<file path="src/rtl/m68k_bus_master_if.sv">
// Command/response handshake plus CPU-side 68000 bus signals for m68k_bus_master.
interface m68k_bus_master_if;
    logic        clk_en_half;
    logic        cmd_valid;
    logic        cmd_ready;
    logic        cmd_rw;
    logic [22:0] cmd_addr;
    logic [15:0] cmd_data;
    logic        cmd_uds;
    logic        cmd_lds;
    logic        rsp_valid;
    logic [15:0] rsp_data;
    logic        rsp_err;
    logic        n_dtack;
    logic [15:0] m68k_data_in;
    logic [2:0]  fc;
    logic        n_as;
    logic        m68k_rw;
    logic        n_uds;
    logic        n_lds;
    logic [22:0] m68k_addr;
    logic [15:0] m68k_data_out;
    logic        m68k_data_oe;

    modport master (
        input  clk_en_half, cmd_valid, cmd_rw, cmd_addr, cmd_data, cmd_uds, cmd_lds,
        input  n_dtack, m68k_data_in,
        output cmd_ready, rsp_valid, rsp_data, rsp_err,
        output fc, n_as, m68k_rw, n_uds, n_lds, m68k_addr, m68k_data_out, m68k_data_oe
    );

    modport slave (
        output clk_en_half, cmd_valid, cmd_rw, cmd_addr, cmd_data, cmd_uds, cmd_lds,
        output n_dtack, m68k_data_in,
        input  cmd_ready, rsp_valid, rsp_data, rsp_err,
        input  fc, n_as, m68k_rw, n_uds, n_lds, m68k_addr, m68k_data_out, m68k_data_oe
    );
endinterface

</file>
<file path="src/rtl/m68k_bus_master.sv">
// 68000-style bus-cycle initiator: turns a command handshake into S0-S7 read/write cycles.
// Optional DTACK timeout abort is built when M68K_BUS_MASTER_TIMEOUT_EN is defined.
module m68k_bus_master #(
    parameter logic [2:0]  FC_CODE = 3'b101,
    parameter int unsigned TIMEOUT = 64
) (
    input logic               i_clk,
    input logic               i_rst,
    m68k_bus_master_if.master bus
);
    localparam logic [2:0] FcIdle = 3'b111;

    typedef enum logic [3:0] {
        StIdle, StS0, StS1, StS2, StS3, StS4, StW1, StW2, StS5, StS6, StS7
    } state_e;

    state_e      r_state, w_state_nxt;
    logic [22:0] r_cmd_addr, w_cmd_addr_nxt;
    logic [15:0] r_cmd_data, w_cmd_data_nxt;
    logic        r_cmd_uds, w_cmd_uds_nxt;
    logic        r_cmd_lds, w_cmd_lds_nxt;
    logic [2:0]  r_fc, w_fc_nxt;
    logic        r_n_as, w_n_as_nxt;
    logic        r_rw, w_rw_nxt;
    logic        r_n_uds, w_n_uds_nxt;
    logic        r_n_lds, w_n_lds_nxt;
    logic [22:0] r_addr, w_addr_nxt;
    logic [15:0] r_dout, w_dout_nxt;
    logic        r_oe, w_oe_nxt;
    logic        r_rsp_valid, w_rsp_valid_nxt;
    logic [15:0] r_rsp_data, w_rsp_data_nxt;
    logic        w_to_s7;
    logic        w_timeout_hit;

`ifdef M68K_BUS_MASTER_TIMEOUT_EN
    localparam int unsigned CntW = (TIMEOUT > 0) ? $clog2(TIMEOUT + 1) : 1;
    logic [CntW-1:0] r_wait_cnt, w_wait_cnt_nxt;
    logic            r_rsp_err, w_rsp_err_nxt;
    assign w_timeout_hit = (r_wait_cnt == CntW'(TIMEOUT));
`else
    assign w_timeout_hit = 1'b0;
`endif

    always_comb begin
        w_state_nxt     = r_state;
        w_cmd_addr_nxt  = r_cmd_addr;
        w_cmd_data_nxt  = r_cmd_data;
        w_cmd_uds_nxt   = r_cmd_uds;
        w_cmd_lds_nxt   = r_cmd_lds;
        w_fc_nxt        = r_fc;
        w_n_as_nxt      = r_n_as;
        w_rw_nxt        = r_rw;
        w_n_uds_nxt     = r_n_uds;
        w_n_lds_nxt     = r_n_lds;
        w_addr_nxt      = r_addr;
        w_dout_nxt      = r_dout;
        w_oe_nxt        = r_oe;
        w_rsp_valid_nxt = 1'b0;
        w_rsp_data_nxt  = r_rsp_data;
        w_to_s7         = 1'b0;
`ifdef M68K_BUS_MASTER_TIMEOUT_EN
        w_wait_cnt_nxt  = r_wait_cnt;
        w_rsp_err_nxt   = r_rsp_err;
`endif
        unique case (r_state)
            // Accept does not wait for a half-cycle enable.
            StIdle: begin
                if (bus.cmd_valid) begin
                    w_state_nxt    = StS0;
                    w_cmd_addr_nxt = bus.cmd_addr;
                    w_cmd_data_nxt = bus.cmd_data;
                    w_cmd_uds_nxt  = bus.cmd_uds;
                    w_cmd_lds_nxt  = bus.cmd_lds;
                    w_fc_nxt       = FC_CODE;
                    w_rw_nxt       = bus.cmd_rw;
`ifdef M68K_BUS_MASTER_TIMEOUT_EN
                    w_wait_cnt_nxt = '0;
                    w_rsp_err_nxt  = 1'b0;
`endif
                end
            end
            StS0: if (bus.clk_en_half) begin
                w_state_nxt = StS1;
                w_addr_nxt  = r_cmd_addr;
            end
            StS1: if (bus.clk_en_half) begin
                w_state_nxt = StS2;
                w_n_as_nxt  = 1'b0;
                if (r_rw) begin
                    w_n_uds_nxt = ~r_cmd_uds;
                    w_n_lds_nxt = ~r_cmd_lds;
                end
            end
            StS2: if (bus.clk_en_half) begin
                w_state_nxt = StS3;
                if (!r_rw) begin
                    w_oe_nxt    = 1'b1;
                    w_dout_nxt  = r_cmd_data;
                    w_n_uds_nxt = ~r_cmd_uds;
                    w_n_lds_nxt = ~r_cmd_lds;
                end
            end
            StS3: if (bus.clk_en_half) w_state_nxt = StS4;
            // W2 re-samples DTACK so each extra wait pair costs exactly two half-cycles.
            StS4, StW2: if (bus.clk_en_half) begin
                if (!bus.n_dtack) begin
                    w_state_nxt = StS5;
                end else if (w_timeout_hit) begin
                    w_to_s7 = 1'b1;
`ifdef M68K_BUS_MASTER_TIMEOUT_EN
                    w_rsp_err_nxt = 1'b1;
`endif
                end else begin
                    w_state_nxt = StW1;
`ifdef M68K_BUS_MASTER_TIMEOUT_EN
                    w_wait_cnt_nxt = r_wait_cnt + CntW'(1);
`endif
                end
            end
            StW1: if (bus.clk_en_half) w_state_nxt = StW2;
            StS5: if (bus.clk_en_half) w_state_nxt = StS6;
            StS6: if (bus.clk_en_half) begin
                w_to_s7 = 1'b1;
                if (r_rw) w_rsp_data_nxt = bus.m68k_data_in;
            end
            StS7: if (bus.clk_en_half) begin
                w_state_nxt     = StIdle;
                w_rsp_valid_nxt = 1'b1;
            end
            default: w_state_nxt = StIdle;
        endcase

        if (w_to_s7) begin
            w_state_nxt = StS7;
            w_n_as_nxt  = 1'b1;
            w_n_uds_nxt = 1'b1;
            w_n_lds_nxt = 1'b1;
            w_oe_nxt    = 1'b0;
            w_fc_nxt    = FcIdle;
        end
    end

    always_ff @(posedge i_clk or posedge i_rst) begin
        if (i_rst) begin
            r_state     <= StIdle;
            r_cmd_addr  <= '0;
            r_cmd_data  <= '0;
            r_cmd_uds   <= 1'b0;
            r_cmd_lds   <= 1'b0;
            r_fc        <= FcIdle;
            r_n_as      <= 1'b1;
            r_rw        <= 1'b1;
            r_n_uds     <= 1'b1;
            r_n_lds     <= 1'b1;
            r_addr      <= '0;
            r_dout      <= '0;
            r_oe        <= 1'b0;
            r_rsp_valid <= 1'b0;
            r_rsp_data  <= '0;
        end else begin
            r_state     <= w_state_nxt;
            r_cmd_addr  <= w_cmd_addr_nxt;
            r_cmd_data  <= w_cmd_data_nxt;
            r_cmd_uds   <= w_cmd_uds_nxt;
            r_cmd_lds   <= w_cmd_lds_nxt;
            r_fc        <= w_fc_nxt;
            r_n_as      <= w_n_as_nxt;
            r_rw        <= w_rw_nxt;
            r_n_uds     <= w_n_uds_nxt;
            r_n_lds     <= w_n_lds_nxt;
            r_addr      <= w_addr_nxt;
            r_dout      <= w_dout_nxt;
            r_oe        <= w_oe_nxt;
            r_rsp_valid <= w_rsp_valid_nxt;
            r_rsp_data  <= w_rsp_data_nxt;
        end
    end

`ifdef M68K_BUS_MASTER_TIMEOUT_EN
    always_ff @(posedge i_clk or posedge i_rst) begin
        if (i_rst) begin
            r_wait_cnt <= '0;
            r_rsp_err  <= 1'b0;
        end else begin
            r_wait_cnt <= w_wait_cnt_nxt;
            r_rsp_err  <= w_rsp_err_nxt;
        end
    end
    assign bus.rsp_err = r_rsp_err;
`else
    assign bus.rsp_err = 1'b0;
`endif

    assign bus.cmd_ready     = (r_state == StIdle);
    assign bus.rsp_valid     = r_rsp_valid;
    assign bus.rsp_data      = r_rsp_data;
    assign bus.fc            = r_fc;
    assign bus.n_as          = r_n_as;
    assign bus.m68k_rw       = r_rw;
    assign bus.n_uds         = r_n_uds;
    assign bus.n_lds         = r_n_lds;
    assign bus.m68k_addr     = r_addr;
    assign bus.m68k_data_out = r_dout;
    assign bus.m68k_data_oe  = r_oe;
endmodule

</file>
<file path="src/flat_wrapper.sv">
// flat-port wrapper written by rule: the top's interface ports become plain ports
module m68k_bus_master_flat 
#(
    parameter logic [2:0]  FC_CODE = 3'b101,
    parameter int unsigned TIMEOUT = 64
)
  (i_clk, i_rst, bus_clk_en_half, bus_cmd_valid, bus_cmd_rw, bus_cmd_addr, bus_cmd_data, bus_cmd_uds, bus_cmd_lds, bus_n_dtack, bus_m68k_data_in, bus_cmd_ready, bus_rsp_valid, bus_rsp_data, bus_rsp_err, bus_fc, bus_n_as, bus_m68k_rw, bus_n_uds, bus_n_lds, bus_m68k_addr, bus_m68k_data_out, bus_m68k_data_oe);
  m68k_bus_master_if bus_i ();
  input logic i_clk;
  input logic i_rst;
  input wire logic [$bits(bus_i.clk_en_half)-1:0] bus_clk_en_half;
  input wire logic [$bits(bus_i.cmd_valid)-1:0] bus_cmd_valid;
  input wire logic [$bits(bus_i.cmd_rw)-1:0] bus_cmd_rw;
  input wire logic [$bits(bus_i.cmd_addr)-1:0] bus_cmd_addr;
  input wire logic [$bits(bus_i.cmd_data)-1:0] bus_cmd_data;
  input wire logic [$bits(bus_i.cmd_uds)-1:0] bus_cmd_uds;
  input wire logic [$bits(bus_i.cmd_lds)-1:0] bus_cmd_lds;
  input wire logic [$bits(bus_i.n_dtack)-1:0] bus_n_dtack;
  input wire logic [$bits(bus_i.m68k_data_in)-1:0] bus_m68k_data_in;
  output wire logic [$bits(bus_i.cmd_ready)-1:0] bus_cmd_ready;
  output wire logic [$bits(bus_i.rsp_valid)-1:0] bus_rsp_valid;
  output wire logic [$bits(bus_i.rsp_data)-1:0] bus_rsp_data;
  output wire logic [$bits(bus_i.rsp_err)-1:0] bus_rsp_err;
  output wire logic [$bits(bus_i.fc)-1:0] bus_fc;
  output wire logic [$bits(bus_i.n_as)-1:0] bus_n_as;
  output wire logic [$bits(bus_i.m68k_rw)-1:0] bus_m68k_rw;
  output wire logic [$bits(bus_i.n_uds)-1:0] bus_n_uds;
  output wire logic [$bits(bus_i.n_lds)-1:0] bus_n_lds;
  output wire logic [$bits(bus_i.m68k_addr)-1:0] bus_m68k_addr;
  output wire logic [$bits(bus_i.m68k_data_out)-1:0] bus_m68k_data_out;
  output wire logic [$bits(bus_i.m68k_data_oe)-1:0] bus_m68k_data_oe;
  assign bus_i.clk_en_half = bus_clk_en_half;
  assign bus_i.cmd_valid = bus_cmd_valid;
  assign bus_i.cmd_rw = bus_cmd_rw;
  assign bus_i.cmd_addr = bus_cmd_addr;
  assign bus_i.cmd_data = bus_cmd_data;
  assign bus_i.cmd_uds = bus_cmd_uds;
  assign bus_i.cmd_lds = bus_cmd_lds;
  assign bus_i.n_dtack = bus_n_dtack;
  assign bus_i.m68k_data_in = bus_m68k_data_in;
  assign bus_cmd_ready = bus_i.cmd_ready;
  assign bus_rsp_valid = bus_i.rsp_valid;
  assign bus_rsp_data = bus_i.rsp_data;
  assign bus_rsp_err = bus_i.rsp_err;
  assign bus_fc = bus_i.fc;
  assign bus_n_as = bus_i.n_as;
  assign bus_m68k_rw = bus_i.m68k_rw;
  assign bus_n_uds = bus_i.n_uds;
  assign bus_n_lds = bus_i.n_lds;
  assign bus_m68k_addr = bus_i.m68k_addr;
  assign bus_m68k_data_out = bus_i.m68k_data_out;
  assign bus_m68k_data_oe = bus_i.m68k_data_oe;
  m68k_bus_master #(.FC_CODE(FC_CODE), .TIMEOUT(TIMEOUT)) u_core (.i_clk(i_clk), .i_rst(i_rst), .bus(bus_i));
endmodule
</file>
<file path="config.mk">
export PLATFORM = sky130hd
export DESIGN_NAME = m68k_bus_master_flat
export DESIGN_NICKNAME = d
export VERILOG_FILES = /design/src/rtl/m68k_bus_master_if.sv /design/src/rtl/m68k_bus_master.sv /design/src/flat_wrapper.sv
export SDC_FILE = /design/constraint.sdc
export NUM_CORES = 1
export LEC_CHECK = 0
export ABC_AREA = 1
export BUFFER_PORTS_ARGS = -buffer_cell sky130_fd_sc_hd__buf_2
export CELL_PAD_IN_SITES_DETAIL_PLACEMENT = 0
export CELL_PAD_IN_SITES_GLOBAL_PLACEMENT = 1
export CORE_MARGIN = 2
export CORE_UTILIZATION = 38
export CTS_BUF_LIST = sky130_fd_sc_hd__clkbuf_4 sky130_fd_sc_hd__clkbuf_8 sky130_fd_sc_hd__clkbuf_16
export CTS_CLUSTER_DIAMETER = 200
export DETAILED_ROUTE_END_ITERATION = 8
export PLACE_DENSITY = 0.86
export SETUP_SLACK_MARGIN = 0.4
export SLEW_MARGIN = 10
export SYNTH_ARGS = -nofsm -noshare
export SYNTH_HDL_FRONTEND = slang
export SYNTH_SLANG_ARGS = --single-unit
</file>
<file path="constraint.sdc">
create_clock -name i_clk -period 4.7 [get_ports i_clk]
set_input_delay 0.94 -clock i_clk [delete_from_list [all_inputs] [get_ports i_clk]]
set_output_delay 0.94 -clock i_clk [all_outputs]
set_load 0.01 [all_outputs]
</file>
==> results.ini <==
[run]
cap_violations = 0

[finish]
n_antenna_cell = 0
layout.cells.non_filler = 722
synthToLayoutAreaGrowth_pct = 20.7
nNetsFinal = 640
fillers = 1067
drive_gt1_share_pct = 27.8
final_util_pct = 47.3
design_area_um2 = 5150

[detailed_routing]
routed_wl_um = 8860
final_antenna_net_count = 0
drt_iter0_markers = 176
vias = 3311
drc = 0
dr.pass1.iters = 4
wl_per_cell_um = 12.3
vias_per_cell = 4.59

[synth]
avgSynthCellArea_um2 = 9.22
synth_flop_cell = dfrtp_1
synth_edf_count = 0
yosysSeqAreaShare_pct = 62.8
synth_commonest_cells = nand2_1 (108), dfrtp_1 (102), nor2_1 (46)
synthArstFlopShare_pct = 100
yosys_warnings = 0
synth_cell_types = 26
synthTopCellsByArea = dfrtp_1 (60%), nand2_1 (9.5%), a21oi_1 (4.8%)
synth.top_cell.area_share_pct = 59.8
ys_ff_latch = 107
synth_most_common_cell = nand2_1
yosysTopAreaCell = dfrtp_1
synth.cell_area_um2 = 4270
syn_inst = 463

[setup_path]
r2r_start = u_core.r_state[3]
worstRegToRegCells = 5
cp-end-kind = primary output
critPathLaunchType = flop
reg2reg_to = u_core.bus.m68k_data_out[9]
crit_fanout = 8
worstPathRequired_ns = 3.76
critPathLaunch = u_core.r_state[2]
crit_path_end = bus_cmd_ready
arrival_ns = 1.41
r2r_slack_ns = 2.46
path_class = flop to primary output

[place]
dp_hpwl_um = 6180
place_area_um2 = 4950
dp.cells = 706
place_congestion = 0.849
dp_slack_ns = 2.19
io_buffers = 125

[grt]
grt_pass1_vias = 3132
grt_first_pass_wirelength_um = 14600
grt_overflow = 0
antenna_found_initial = 0
grt_use_total_pct = 15.5
grt_max_degree = 83

[sta]
min_period_over_period_pct = 49.9
rsz0062_at_grt = false
layout_setup_ws_ns = 2.35
max_freq_mhz = 426
fin_skew_ns = 0.0124
hold_violations = 0
slew_viol_final = 0
layout_min_cycle_time_ns = 2.35
setup_tns_ns = 0
worst_slew_pin_slew_ns = 1.17
slew_headroom_pct = 22.0
setup_violations = 0

[worst_hold_path]
holdPathStages = 2
min_path_type = flop to flop
min_from = u_core.bus.n_as

[pwr]
p_leak_uw = 0.00289
vdd_ir_drop_max_mv = 0.374
p_per_area_nw_per_um2 = 654

[clock_network]
post_cts_resized = 0
clock_sinks = 107
cts_hold_buf = 0
worstSkewPairLatency_ns = 0.36
clk_pin_slew_ns = 0.09
cts_buffers = 9
cts_setup_buffers = 0
clock-root-buffer = clkbuf_8
clockBufferDepth = 2
cts_tree = built
htreeDepth = 3

[floorplanning]
dieArea_um2 = 12100
rows = 38
io_pins = 129
floorplan.initialDensity_pct = 39.2
fp.dieW_um = 110
die_y_um = 110
core_area_um2 = 10900

[status]
status = complete, no violations

state kept, by name, summed over array words and instances, names as in the netlist:
register and count:
u_core.bus.m68k_addr 23, u_core.bus.fc 1, u_core.bus.rsp_valid 1, u_core.r_cmd_data 16, u_core.bus.n_uds 1, u_core.r_cmd_uds 1
u_core.bus.m68k_data_oe 1, u_core.bus.rsp_data 16, u_core.bus.n_as 1, u_core.r_cmd_lds 1, u_core.bus.n_lds 1, u_core.r_cmd_addr 23
u_core.bus.m68k_rw 1, u_core.r_state 4, u_core.bus.m68k_data_out 16
cell families (layout without fill, tap and decap cells):
logic type	Yosys count	in the layout	share of synthesized area [%]
other	2	3	0.176
AOI/OAI and AO/OA	82	82	9.67
buffers and inverters	74	192	7.68
DFF	107	107	62.8
and+or+nand+nor	198	198	19.6
critical path, cell delays in order (launching register included):
cell     delay, ns
dfrtp_1       0.50
nor2_2        0.22
nand2_1       0.09
inv_2         0.11
buf_2         0.14
worst min path at each step:
stage | to | slack [ns]
6_report | u_core.bus.n_as | 0.47
2_1_floorplan | u_core.r_cmd_lds | 0.44
3_3_place_gp | u_core.bus.rsp_data[14] | 0.45
5_1_grt | u_core.bus.n_uds | 0.49
4_1_cts | u_core.bus.n_as | 0.47
3_5_place_dp | u_core.bus.n_uds | 0.46
where the power goes:
part / switching (uW) / total (uW) / internal, uW
combinational: 745 / 1210 / 462
sequential: 230 / 1590 / 1360
clock: 320 / 575 / 255
final cells by class:
type                            instances  area, um^2  area share [%]
Tap cell                              140         175            3.40
Clock inverter                          7        83.8            1.63
Inverter                               50         193            3.74
Multi-Input combinational cell        283        1260            24.5
Sequential cell                       107        2680            52.1
Clock buffer                            9         124            2.40
Timing Repair Buffer                  126         633            12.3
cells in the final DEF, fill, tap and decap left out, types with 2 or more instances in the layout:
cell type | netlist | final
a21oi_1 | 41 | 41
buf_2 | 17 | 125
clkbuf_8 | 0 | 9
clkinv_4 | 0 | 3
conb_1 | 2 | 3
dfrtp_1 | 102 | 102
dfstp_2 | 5 | 5
inv_1 | 42 | 41
inv_2 | 6 | 6
inv_4 | 1 | 2
nand2_1 | 108 | 108
nand2_4 | 2 | 2
nand3_1 | 34 | 34
nor2_1 | 46 | 46
nor2_2 | 2 | 2
o21ai_0 | 2 | 2
o21ai_1 | 38 | 38
through the flow:
step,hold WS (ns),power [uW]
3_3_place_gp,0.449,2780
3_5_place_dp,0.457,2830
5_1_grt,0.494,3680
4_1_cts,0.473,3420
2_1_floorplan,0.442,2390
6_report,0.469,3370
metal layers:
| layer | global-route usage (%) | routed length, um | vias up | share of wire, % |
|---|---|---|---|---|
| met5 | 0 | 0 | - | 0 |
| met4 | 4.07 | 50 | 0 | 0.56 |
| met3 | 4.35 | 569 | 4 | 6.4 |
| met2 | 24.4 | 4030 | 89 | 45 |
| met1 | 21.1 | 4210 | 1536 | 48 |
| li1 | - | - | 1682 | - |
Note: power is estimated with default switching activity, not from simulation.
